===== src/rtl/dcache_resp_pkg.sv =====
// Shared constants for the data-cache request responder: FSM state
// encoding and the default address/data widths.
package dcache_resp_pkg;

    localparam logic [1:0] IDLE     = 2'b00;
    localparam logic [1:0] ISSUE    = 2'b01;
    localparam logic [1:0] WAIT_RSP = 2'b10;
    localparam logic [1:0] DRAIN    = 2'b11;

    localparam int AW_DEF = 40;
    localparam int DW_DEF = 64;

endpackage


===== src/rtl/dcache_req_reg.sv =====
// Holds the payload of the single outstanding request. Loaded only when a
// new request is accepted so the backend sees a stable payload while the
// initiator is free to change its inputs.
module dcache_req_reg
    import dcache_resp_pkg::*;
#(
    parameter int AW = AW_DEF,
    parameter int DW = DW_DEF
) (
    input  logic            clk,
    input  logic            rst,
    input  logic            load_i,
    input  logic            is_store_i,
    input  logic [AW-1:0]   addr_i,
    input  logic [DW-1:0]   wdata_i,
    input  logic [DW/8-1:0] be_i,
    output logic            is_store_o,
    output logic [AW-1:0]   addr_o,
    output logic [DW-1:0]   wdata_o,
    output logic [DW/8-1:0] be_o
);

    logic            is_store_q, is_store_d;
    logic [AW-1:0]   addr_q,     addr_d;
    logic [DW-1:0]   wdata_q,    wdata_d;
    logic [DW/8-1:0] be_q,       be_d;

    // Capture the incoming payload on load, otherwise hold.
    always_comb begin
        is_store_d = is_store_q;
        addr_d     = addr_q;
        wdata_d    = wdata_q;
        be_d       = be_q;
        if (load_i) begin
            is_store_d = is_store_i;
            addr_d     = addr_i;
            wdata_d    = wdata_i;
            be_d       = be_i;
        end
    end

    // Payload register, cleared on reset.
    always_ff @(posedge clk) begin
        if (!rst) begin
            is_store_q <= 1'b0;
            addr_q     <= '0;
            wdata_q    <= '0;
            be_q       <= '0;
        end else begin
            is_store_q <= is_store_d;
            addr_q     <= addr_d;
            wdata_q    <= wdata_d;
            be_q       <= be_d;
        end
    end

    assign is_store_o = is_store_q;
    assign addr_o     = addr_q;
    assign wdata_o    = wdata_q;
    assign be_o       = be_q;

endmodule


===== src/rtl/dcache_req_responder.sv =====
// Data-cache responder: takes one load/store from the initiator, forwards
// it to the memory backend over valid/ready, and returns grant/response
// pulses. Handles squash at every stage; at most one request in flight.
module dcache_req_responder
    import dcache_resp_pkg::*;
#(
    parameter int AW = AW_DEF,
    parameter int DW = DW_DEF
) (
    input  logic            clk,
    input  logic            rst,
    input  logic            req_valid_i,
    input  logic            req_is_store_i,
    input  logic [AW-1:0]   req_addr_i,
    input  logic [DW-1:0]   req_wdata_i,
    input  logic [DW/8-1:0] req_be_i,
    input  logic            kill_i,
    output logic            ld_gnt_o,
    output logic            st_gnt_o,
    output logic            ld_resp_valid_o,
    output logic [DW-1:0]   ld_resp_data_o,
    output logic            mem_req_valid_o,
    input  logic            mem_req_ready_i,
    output logic            mem_req_we_o,
    output logic [AW-1:0]   mem_req_addr_o,
    output logic [DW-1:0]   mem_req_wdata_o,
    output logic [DW/8-1:0] mem_req_be_o,
    input  logic            mem_resp_valid_i,
    input  logic [DW-1:0]   mem_resp_data_i,
    output logic            busy_o
);

    logic [1:0]    state_q, state_d;
    logic          req_valid_q;
    logic          ld_gnt_q, ld_gnt_d;
    logic          st_gnt_q, st_gnt_d;
    logic          ld_resp_valid_q, ld_resp_valid_d;
    logic [DW-1:0] ld_resp_data_q, ld_resp_data_d;
    logic          mem_req_valid_q, mem_req_valid_d;
    logic          busy_q, busy_d;

    logic          req_rise;
    logic          capture;
    logic          handshake;
    logic          cur_is_store;

    // Only a rising edge starts a request, so a level held past completion
    // is never recaptured.
    assign req_rise  = req_valid_i & ~req_valid_q;
    assign capture   = (state_q == IDLE) & req_rise & ~kill_i;
    assign handshake = (state_q == ISSUE) & mem_req_ready_i;

    dcache_req_reg #(
        .AW(AW),
        .DW(DW)
    ) u_req_reg (
        .clk        (clk),
        .rst        (rst),
        .load_i     (capture),
        .is_store_i (req_is_store_i),
        .addr_i     (req_addr_i),
        .wdata_i    (req_wdata_i),
        .be_i       (req_be_i),
        .is_store_o (cur_is_store),
        .addr_o     (mem_req_addr_o),
        .wdata_o    (mem_req_wdata_o),
        .be_o       (mem_req_be_o)
    );

    // State register plus request-valid edge history.
    always_ff @(posedge clk) begin
        if (!rst) begin
            state_q     <= IDLE;
            req_valid_q <= 1'b0;
        end else begin
            state_q     <= state_d;
            req_valid_q <= req_valid_i;
        end
    end

    // Next-state: a kill racing a handshake still has a response coming,
    // so it must drain; a kill racing the response just drops it.
    always_comb begin
        state_d = state_q;
        case (state_q)
            IDLE: begin
                if (capture) state_d = ISSUE;
            end
            ISSUE: begin
                if (handshake)   state_d = kill_i ? DRAIN : WAIT_RSP;
                else if (kill_i) state_d = IDLE;
            end
            WAIT_RSP: begin
                if (mem_resp_valid_i) state_d = IDLE;
                else if (kill_i)      state_d = DRAIN;
            end
            DRAIN: begin
                if (mem_resp_valid_i) state_d = IDLE;
            end
            default: state_d = IDLE;
        endcase
    end

    // Output decode: every output is the registered image of these values.
    always_comb begin
        ld_gnt_d        = handshake & ~kill_i & ~cur_is_store;
        st_gnt_d        = (state_q == WAIT_RSP) & mem_resp_valid_i & ~kill_i & cur_is_store;
        ld_resp_valid_d = (state_q == WAIT_RSP) & mem_resp_valid_i & ~kill_i & ~cur_is_store;
        ld_resp_data_d  = ld_resp_valid_d ? mem_resp_data_i : ld_resp_data_q;
        mem_req_valid_d = (state_d == ISSUE);
        busy_d          = (state_d != IDLE);
    end

    // Output registers.
    always_ff @(posedge clk) begin
        if (!rst) begin
            ld_gnt_q        <= 1'b0;
            st_gnt_q        <= 1'b0;
            ld_resp_valid_q <= 1'b0;
            ld_resp_data_q  <= '0;
            mem_req_valid_q <= 1'b0;
            busy_q          <= 1'b0;
        end else begin
            ld_gnt_q        <= ld_gnt_d;
            st_gnt_q        <= st_gnt_d;
            ld_resp_valid_q <= ld_resp_valid_d;
            ld_resp_data_q  <= ld_resp_data_d;
            mem_req_valid_q <= mem_req_valid_d;
            busy_q          <= busy_d;
        end
    end

    assign ld_gnt_o        = ld_gnt_q;
    assign st_gnt_o        = st_gnt_q;
    assign ld_resp_valid_o = ld_resp_valid_q;
    assign ld_resp_data_o  = ld_resp_data_q;
    assign mem_req_valid_o = mem_req_valid_q;
    assign mem_req_we_o    = cur_is_store;
    assign busy_o          = busy_q;

endmodule


===== config.mk =====
export PLATFORM = sky130hd
export DESIGN_NAME = dcache_req_responder
export DESIGN_NICKNAME = d
export VERILOG_FILES = /design/src/rtl/dcache_resp_pkg.sv /design/src/rtl/dcache_req_reg.sv /design/src/rtl/dcache_req_responder.sv
export SDC_FILE = /design/constraint.sdc
export NUM_CORES = 1
export LEC_CHECK = 0
export ABC_AREA = 1
export BUFFER_PORTS_ARGS = -buffer_cell sky130_fd_sc_hd__buf_2
export CAP_MARGIN = 20
export CELL_PAD_IN_SITES_DETAIL_PLACEMENT = 1
export CELL_PAD_IN_SITES_GLOBAL_PLACEMENT = 2
export CORE_MARGIN = 4
export CORE_UTILIZATION = 23
export DETAILED_ROUTE_END_ITERATION = 10
export PLACE_DENSITY_LB_ADDON = 0.1
export SYNTH_ARGS = -nofsm -noshare
export SYNTH_HDL_FRONTEND = slang
export SYNTH_SLANG_ARGS = --single-unit

===== constraint.sdc =====
create_clock -name clk -period 1.3 [get_ports clk]
set_input_delay 0.13 -clock clk [delete_from_list [all_inputs] [get_ports clk]]
set_output_delay 0.13 -clock clk [all_outputs]
set_load 0.02 [all_outputs]

==> metrics, run 1 <==
Worst Max-Slew Pin Slew=543 ps; fmax=0.749 GHz; die area=0.0315 mm²; pwr/cell area=1170 mW/mm²; worst-path fanout max=16; clock share of power=0.396; vias in the first global route=7272; top cells by area, synth=dfxtp_1 56%, a21oi_1 14%, o21ai_0 14%; Critical Path RT=1610 ps; RSZ-0062 raised after global routing=yes; H-tree Lvls=4; Seq/Total Area, Yosys=0.561; post-route antenna net violation count=0; latest clock arrival within the worst-skew pair=430 ps; initial antenna violation count=2; drt initial violations=255; setup_tns=-40.6 ps; Setup CP Type=reg -> reg; Switching Share=0.271; Synth cell types=15; status=finished with violations; core area=0.0280 mm²; Row Count=61; gr usage total=0.156; CTS Sinks=185; slew margin rel.=0.638; final core area utilization=0.436; DRC=0; fin area=0.0122 mm²; drt first pass iters=4; total gr overflow=0; combinational share of power=0.176; startpoint types=flop; Cell Chain, Critical Path=nor2_1 -> nand4_1 -> buf_6 -> buf_12 -> buf_16 -> o21ai_2 -> a21oi_1; worst-case clock skew=14.3 ps; final setup fails=2; largest net degree at the start of global routing=83; internal power=10.4 mW; syn_area_per_cell=8.19 µm²; worst vdd ir=0.610 mV; YS warnings=0; net switching power=3.86 mW; setup slack, reg-to-reg=-30 ps; slowest stage cell, crit path=dfxtp_2; final hold vios=0; Longest Clk Path Bufs=2; final worst setup slack=-34.9 ps; TritonCTS clock tree=done; post-synthesis adder-cell area fraction=0; post-synthesis xor/xnor area fraction=0; Mapped Nets=989; Initial Util=0.236; mapped cell area=0.00660 mm²; Synth Area in Compound Gates=0.271; max incr delay on CP=340 ps; final period utilization=1.03; Max Slew Vio Count=0; vias per cell=4.20; Seq cells post-synth=185; failing checks=setup timing; Layout Nets=1530; routed len/inst=16.0 µm; Final min period=1330 ps; Routed WL=27800 µm; Synth Area in Simple Gates=0.0123; multiplexer area fraction after synthesis=0; Die W=177 µm; max cap viols=0; clock transition time at the flip-flop clock pins of the worst setup and hold paths=70 ps; CTS root buffer=clkbuf_16; Die H=177 µm; Buf+Inv Stages, Crit Path=3; CTS buffer count=17; Layout area overhead=85.1%; GPL Wtd Cong=0.719; Post-Syn Instances=806; WHS=13.6 ps; Lkg Pwr=5.50 nW; Hold Path Class=in -> reg; post-synth top area share=0.561; layout cells sized above 1=0.409; first-pass GRT wire length=39200 µm; routed vias=7285; dpl hpwl=17900 µm; largest family of logic cells by synthesized area=compound AO/OA/AOI/OAI gates; Worst path top cell family by delay=buffers and inverters; Sequential Power Share=0.428; CP arrival=1650 ps; Worst setup EP type=flop; area leader, netlist=dfxtp_1; placed cell areas=0.00889 mm²; port buffer count=364; I/O Pins=365
metrics by stage:
step	setup slack (ps)	cells	power [mW]
final	-34.9	1736	14.2
after global routing	-122	1736	14.9
after CTS	-19.9	1719	14.2
after detailed placement	-85.5	1513	7.92
after global placement	-18.7	1513	7.90
after floorplan	109	806	7.11
registers in the layout, indices dropped and copies added (netlist names):
| name | cells |
|---|---|
| ld_resp_data_o | 64 |
| u_req_reg.wdata_o | 64 |
| u_req_reg.addr_o | 40 |
| u_req_reg.be_o | 8 |
| state_q | 2 |
| busy_o | 1 |
| ld_gnt_o | 1 |
| ld_resp_valid_o | 1 |
| mem_req_valid_o | 1 |
| req_valid_q | 1 |
| st_gnt_o | 1 |
| u_req_reg.is_store_o | 1 |
worst reg2reg max path: cells and delay by family (launching register included):
kind            cells  cell delay (ps)
buf+inv             3              490
flops               1              340
compound gates      2              220
simple gates        2              170
layout by cell type (no fill, tap or decap), types with 5 or more instances in the layout:
cell type | synthesis | routed
o21ai_2 | 0 | 94
a21oi_1 | 178 | 165
inv_1 | 186 | 184
clkbuf_16 | 0 | 28
o21ai_1 | 0 | 73
buf_4 | 4 | 7
o21ai_0 | 178 | 8
buf_12 | 0 | 13
dlygate4sd3_1 | 0 | 176
buf_2 | 14 | 362
dfxtp_1 | 185 | 182
a21oi_2 | 0 | 12
buf_6 | 9 | 7
nand2_1 | 7 | 5
area by class of cell:
class	count	area [µm²]
diodes	1	2.50
clock buffers	17	425
clock inverters	12	189
fillers	3309	15800
inverters	186	698
multi-input cells	376	2350
flip-flops and latches	185	3710
well taps	378	473
repair buffers	581	4370
kinds of logic after synthesis:
logic type / after synthesis
AO/OA/AOI/OAI: 357
buffers and inverters: 245
flip-flops: 185
AND/OR/NAND/NOR: 19
path summary, 6_finish.rpt:
check / start / endpoint / depth (start not counted)
worst min register to register: u_req_reg.wdata_o[18]$_SDFFE_PN0P_ / u_req_reg.wdata_o[18]$_SDFFE_PN0P_ / 2
worst min-delay path: mem_resp_data_i[47] / ld_resp_data_o[47]$_SDFFE_PN0P_ / 3
worst max register to register: state_q[0]$_SDFF_PN0_ / u_req_reg.wdata_o[20]$_SDFFE_PN0P_ / 7
worst max-delay path: state_q[0]$_SDFF_PN0_ / u_req_reg.wdata_o[20]$_SDFFE_PN0P_ / 7
power groups by stage:
stage	registers, mW	clock network (mW)	logic, mW
after floorplan	6.57	0	0.540
after global placement	6.21	0	1.69
after detailed placement	6.22	0	1.70
after CTS	6.09	5.87	2.23
after global routing	6.13	6.08	2.73
final	6.09	5.64	2.51
per-layer routing:
layer	part of all wire	wire, µm	track usage	up-vias
met5	0.00043	12	0	-
li1	-	-	-	3653
met3	0.071	1990	0.0513	29
met2	0.50	13800	0.272	208
met4	0.020	566	0.0512	2
met1	0.41	11500	0.182	3393
synth_stat cells:
cell      count
buf_2        14
clkbuf_1     27
nand2_1       7
buf_4         4
o21ai_0     178
nand4_1       2
clkbuf_2      5
nor3_1        1
inv_1       186
nand3_1       3
nor2_1        6
o22ai_1       1
a21oi_1     178
buf_6         9
dfxtp_1     185
repair_timing:
action / CTS / global route
cloned: 2 / 13
endpoints found under the setup margin: 126 / 171
pin swaps: 2 / 3
gates resized for setup: 99 / 220
endpoints found under the hold margin: 174 / 2
buffers inserted: 1 / 2
hold buffers: 174 / 2
Note: power is estimated with default switching activity, not from simulation.
==> run 2: changes to the inputs <==
--- a/config.mk
+++ b/config.mk
@@ -13,6 +13,7 @@
 export CORE_MARGIN = 4
 export CORE_UTILIZATION = 23
 export DETAILED_ROUTE_END_ITERATION = 10
+export HOLD_SLACK_MARGIN = 0.03
 export PLACE_DENSITY_LB_ADDON = 0.1
 export SYNTH_ARGS = -nofsm -noshare
 export SYNTH_HDL_FRONTEND = slang
==> run 2 against run 1 <==
  * The run still ends with setup timing left
  * Sequential cell count stayed put
  * First-iteration DRC count grew 0.78%
  * Combinational power is essentially flat
  * Die area unchanged
  * Non-clock buffer count increased by 2
  * Via count is 0.14% higher
  * Cell count increased by 0.12%
  * Critical endpoint unchanged
  * Largest power group unchanged
==> metrics, run 2 (synthesized netlist as in run 1, its figures left out) <==
Worst Max-Slew Pin Slew=544 ps; failing checks=setup timing; dpl hpwl=17900 µm; drt first pass iters=4; Hold Path Class=in -> reg; most common cell after layout, fill and taps aside=buf_2; max incr delay on CP=340 ps; routed vias=7295; worst hold start=kill_i; Max Slew Vio Count=0; routed len/inst=16.0 µm; net switching power=3.88 mW; vias per cell=4.20; clock transition time at the flip-flop clock pins of the worst setup and hold paths=70 ps; startpoint types=flop; initial antenna violation count=1; drt initial violations=257; Critical Path RT=1610 ps; Row Count=61; pwr/cell area=1160 mW/mm²; commonest non-fill, non-tap cells in the layout=362 x buf_2, 184 x inv_1, 182 x dfxtp_1; post-route antenna net violation count=0; R2R Path End=u_req_reg.wdata_o[20]$_SDFFE_PN0P_; Initial Util=0.236; layout cells sized above 1=0.412; internal power=10.4 mW; final period utilization=1.02; Longest Clk Path Bufs=2; largest net degree at the start of global routing=83; RSZ-0062 raised after global routing=yes; r2r worst-path depth=7; core area=0.0280 mm²; setup_tns=-26.6 ps; Die H=177 µm; final setup fails=1; Layout area overhead=85.9%; CP arrival=1640 ps; combinational share of power=0.177; GPL Wtd Cong=0.719; CTS root buffer=clkbuf_16; setup slack, reg-to-reg=-30 ps; Worst setup EP type=flop; CTS Sinks=185; status=finished with violations; Inst Count DP=1513; fmax=0.754 GHz; slowest stage cell, crit path=dfxtp_2; Routed WL=27900 µm; die area=0.0315 mm²; worst vdd ir=0.610 mV; port buffer count=364; Setup CP Type=reg -> reg; Final Power=14.3 mW; DRC=0; Worst path top cell family by delay=buffers and inverters; max cap viols=0; vias in the first global route=7308; Die W=177 µm; total gr overflow=0; latest clock arrival within the worst-skew pair=430 ps; slew margin rel.=0.637; final hold vios=0; CTS buffer count=17; first-pass GRT wire length=39300 µm; gr usage total=0.157; final non-filler cell total=1738; I/O Pins=365; Lkg Pwr=5.51 nW; Buf+Inv Stages, Crit Path=3; Final min period=1330 ps; worst-path fanout max=16; final worst setup slack=-26.6 ps; Sequential Power Share=0.427; Crit Reg-Reg Startpoint=state_q[0]$_SDFF_PN0_; WHS=57.3 ps; Layout Nets=1532; Switching Share=0.272; H-tree Lvls=4; TritonCTS clock tree=done; hold path cells=4; final core area utilization=0.438; clock share of power=0.396; Worst Hold Endpoint=st_gnt_o$_SDFF_PN0_; Cell Chain, Critical Path=nor2_1 -> nand4_1 -> buf_6 -> buf_12 -> buf_16 -> o21ai_2 -> a21oi_1; worst-case clock skew=14.6 ps
[run 2: cell types whose count changed in the layout (fill, tap and decap cells not counted), sizes merged]
| cell | before | now |
|---|---|---|
| dlygate4sd3 | 176 | 179 |
| buf | 394 | 393 |
[run 2: tightest hold or removal path: stages]
cell and delay, ps:
buf_2 120, nor2_2 60, nand3_1 80, nor2_1 40
[run 2: routing by layer]
metal / part of all wire / global-route usage / wire [µm]
met3: 0.073 / 0.0522 / 2020
met1: 0.41 / 0.181 / 11400
met4: 0.020 / 0.0506 / 560
met5: 0 / 0 / 0
met2: 0.50 / 0.274 / 13900
[run 2: layout make-up]
cell class | instances | area [µm²]
diodes | 1 | 2.50
clock buffers | 17 | 425
clock inverters | 12 | 189
fillers | 3300 | 15700
inverters | 186 | 698
multi-input cells | 376 | 2390
flip-flops and latches | 185 | 3710
well taps | 378 | 473
repair buffers | 583 | 4380
[run 2: worst max path at each step]
stage / from / endpoint / slack (ps) / cells past startpoint
after floorplan: u_req_reg.is_store_o$_SDFFE_PN0P_ / ld_resp_data_o[29]$_SDFFE_PN0P_ / 110 / 5
after global placement: state_q[0]$_SDFF_PN0_ / ld_resp_data_o[4]$_SDFFE_PN0P_ / -20 / 5
after detailed placement: state_q[0]$_SDFF_PN0_ / u_req_reg.addr_o[15]$_SDFFE_PN0P_ / -90 / 6
after CTS: state_q[0]$_SDFF_PN0_ / ld_resp_data_o[16]$_SDFFE_PN0P_ / -20 / 5
after global routing: state_q[0]$_SDFF_PN0_ / u_req_reg.wdata_o[20]$_SDFFE_PN0P_ / -120 / 7
final: state_q[0]$_SDFF_PN0_ / u_req_reg.wdata_o[20]$_SDFFE_PN0P_ / -30 / 7
[run 2: what timing repair did]
action                     in CTS  in global routing
pin swaps                       2                  3
buffers inserted                1                  2
hold endpoints to repair      179                  0
cloned                          2                 12
hold buffers                  179                  0
setup endpoints to repair     126                171
resized for setup              99                227
[run 2: power groups by stage]
| stage | Combinational (mW) | Sequential [mW] | Clock [mW] |
|---|---|---|---|
| global route | 2.74 | 6.13 | 6.08 |
| floorplan | 0.540 | 6.57 | 0 |
| detailed placement | 1.70 | 6.22 | 0 |
| finish | 2.52 | 6.09 | 5.65 |
| CTS | 2.24 | 6.09 | 5.87 |
| global placement | 1.69 | 6.21 | 0 |
[run 2: metrics by stage]
step           cell area (µm²)  worst slack, ps
2_1_floorplan             6600              109
4_1_cts                  11400            -19.9
3_5_place_dp              8890            -85.5
3_3_place_gp              8890            -18.7
5_1_grt                  12300             -125
6_report                 12300            -26.6
==> run 3: changes to the inputs <==
--- a/config.mk
+++ b/config.mk
@@ -5,16 +5,16 @@
 export SDC_FILE = /design/constraint.sdc
 export NUM_CORES = 1
 export LEC_CHECK = 0
-export ABC_AREA = 1
 export BUFFER_PORTS_ARGS = -buffer_cell sky130_fd_sc_hd__buf_2
 export CAP_MARGIN = 20
 export CELL_PAD_IN_SITES_DETAIL_PLACEMENT = 1
 export CELL_PAD_IN_SITES_GLOBAL_PLACEMENT = 2
 export CORE_MARGIN = 4
-export CORE_UTILIZATION = 23
+export CORE_UTILIZATION = 25
 export DETAILED_ROUTE_END_ITERATION = 10
 export HOLD_SLACK_MARGIN = 0.03
 export PLACE_DENSITY_LB_ADDON = 0.1
+export SETUP_SLACK_MARGIN = 0.1
 export SYNTH_ARGS = -nofsm -noshare
 export SYNTH_HDL_FRONTEND = slang
 export SYNTH_SLANG_ARGS = --single-unit
==> run 3 against run 2 <==
  * Largest cell class unchanged
  * Total power shrank 2.1%
  * Clock power grew 3.5%
  * Sequential power shrank 3%
  * Design area grew 11%
  * Utilization grew 3.5 points
  * Highest routed layer is now met5
  * Synthesized cell count grew 3.7%
  * Critical path depth is the same
  * The flow still finishes with violations (setup timing)
  * Non-clock buffer count grew 41
  * Synthesized area grew 10%
  * Combinational power shrank 13%
  * Largest power group unchanged
  * Sequential cell count is the same
  * Count of clock-buffer cells in the layout grew 1
==> metrics, run 3 <==
Lkg Pwr=5.52 nW; Row Count=62; placed cell areas=0.00981 mm²; hold path cells=4; max incr delay on CP=350 ps; syn_area_per_cell=8.71 µm²; Worst path top cell family by delay=buffers and inverters; H-tree Lvls=4; I/O Pins=365; final period utilization=1.18; count leader, synth=dfxtp_1; TritonCTS clock tree=done; CTS buffer count=17; Setup CP Type=reg -> reg; die area=0.0319 mm²; GPL Wtd Cong=0.716; layout cells sized above 1=0.426; worst-case clock skew=15.7 ps; worst vdd ir=0.663 mV; max cap viols=0; Worst Max-Slew Pin Slew=470 ps; clock transition time at the flip-flop clock pins of the worst setup and hold paths=70 ps; Die H=179 µm; commonest non-fill, non-tap cells in the layout=363 x buf_2, 181 x dfxtp_1, 180 x dlygate4sd3_1; drt initial violations=371; fmax=0.654 GHz; Routed WL=35100 µm; final worst setup slack=-230 ps; initial antenna violation count=3; Die W=179 µm; Seq cells post-synth=185; status=finished with violations; Commonest cells post-synth=185 x dfxtp_1, 179 x a21oi_1, 113 x nand3b_1; Final Power=14.0 mW; worst hold start=mem_resp_valid_i; R2R Path End=ld_resp_data_o[6]$_SDFFE_PN0P_; pwr/cell area=1030 mW/mm²; RSZ-0062 raised after global routing=yes; Final min period=1530 ps; Hold Path Class=in -> reg; Worst Hold Endpoint=state_q[1]$_SDFF_PN0_; Max Slew Vio Count=0; fill cell count=3278; Register Area=0.00371 mm²; area of the multi-input gates=0.00371 mm²; final setup fails=183; routed vias=8619; final hold vios=0; total gr overflow=0; fin area=0.0136 mm²; dpl hpwl=20400 µm; startpoint types=flop; CP arrival=1880 ps; latest clock arrival within the worst-skew pair=430 ps; Buf+Inv Stages, Crit Path=4; CTS Sinks=185; port buffer count=364; Synth cell types=29; drt first pass iters=4; Worst setup EP type=flop; Layout area overhead=86.3%; Critical Path RT=1650 ps; Longest Clk Path Bufs=2; slowest stage cell, crit path=and4bb_4; routed len/inst=19.8 µm; worst-path fanout max=7; top cells by area, synth=dfxtp_1 51%, a21oi_1 12%, nand3b_1 12%; setup_tns=-28850 ps; Cell Chain, Critical Path=buf_6 -> and4bb_4 -> buf_12 -> buf_6 -> buf_12 -> nand3_4 -> a21oi_2; vias per cell=4.85; CTS root buffer=clkbuf_16; Synth Flop Type=dfxtp_1; YS warnings=0; setup slack, reg-to-reg=-230 ps; largest net degree at the start of global routing=59; Layout Nets=1565; Seq/Total Area, Yosys=0.508; gr usage total=0.201; vias in the first global route=8716; Mapped Nets=1019; mapped cell area=0.00729 mm²; area leader, netlist=dfxtp_1; r2r worst-path depth=7; post-route antenna net violation count=0; most common cell after layout, fill and taps aside=buf_2; Post-Syn Instances=836; slew margin rel.=0.687; DRC=0; number of synthesized flops with an enable pin=0; first-pass GRT wire length=50600 µm; async set-reset flop share out of synthesis=0; failing checks=setup timing; Crit Reg-Reg Startpoint=state_q[0]$_SDFF_PN0_; core area=0.0287 mm²; post-synth top area share=0.508; Initial Util=0.254
## run 3: cell types whose count changed after synthesis, sizes merged, moves of 4 or more
cell	change
nand3b	+113
nor2	-4
inv	-184
nand3	+61
clkbuf	+33
nand2	-7
buf	+5
## run 3: metal layers
metal	track usage	share of wire	vias up	wire (µm)
met2	0.335	0.49	271	17200
met1	0.255	0.42	4170	14900
met5	0	0.0012	-	41
met4	0.0636	0.025	6	861
met3	0.0508	0.061	50	2150
li1	-	-	4122	-
## run 3: cell families (layout without fill, tap and decap cells)
kind of cell              count (synthesis)  count (layout)  share of synthesized area
DFF                                     185             185                      0.508
xor gates and xnor gates                  1               1                    0.00120
AOI/OAI and AO/OA                       360             360                      0.250
other                                     0               1                          0
buffers and inverters                    99             656                     0.0637
and+or+nand+nor                         191             191                      0.177
## run 3: what timing repair did
item / 4_1_cts / 5_1_grt
endpoints found under the hold margin: 181 / 0
pin swaps: 17 / 40
buffers inserted: 8 / 6
hold buffers: 180 / 0
setup endpoints to repair: 181 / 184
resized for setup: 124 / 114
gates cloned: 12 / 10
## run 3: worst max-delay path by stage
stage / from / endpoint / slack [ps] / depth (start not counted)
after floorplan: req_valid_q$_SDFF_PN0_ / u_req_reg.wdata_o[41]$_SDFFE_PN0P_ / -160 / 5
after global placement: req_valid_q$_SDFF_PN0_ / u_req_reg.be_o[7]$_SDFFE_PN0P_ / -200 / 4
after detailed placement: req_valid_q$_SDFF_PN0_ / u_req_reg.be_o[7]$_SDFFE_PN0P_ / -210 / 4
after CTS: req_valid_q$_SDFF_PN0_ / u_req_reg.be_o[7]$_SDFFE_PN0P_ / -220 / 4
after global routing: req_valid_q$_SDFF_PN0_ / u_req_reg.wdata_o[57]$_SDFFE_PN0P_ / -330 / 7
final: state_q[0]$_SDFF_PN0_ / ld_resp_data_o[6]$_SDFFE_PN0P_ / -230 / 7
## run 3: stage by stage
step	hold slack, ps	util	worst slack, ps	std cells
after floorplan	252	-	-156	836
after global placement	386	0.342	-200	1532
after detailed placement	398	0.342	-209	1532
after CTS	168	0.450	-220	1762
after global routing	261	0.473	-332	1777
final	245	0.473	-230	1778
## run 3: cell type report
type                       instances  area share
sequential                       185       0.274
clock buffer                      18      0.0316
clock inverter                    12      0.0155
timing repair buffer             624       0.369
multi-input combinational        552       0.273
antenna                            1    0.000184
inverter                           2    0.000922
tap                              384      0.0354
## run 3: tightest hold or removal path, stage by stage
cell and delay, ps:
buf_2 130, nor2b_1 90, a21oi_1 210, nor2_1 60
## run 3: report_power, final
group | internal (mW) | switching (mW)
Clock | 3.44 | 2.42
Combinational | 1.08 | 1.10
Sequential | 5.84 | 0.0927
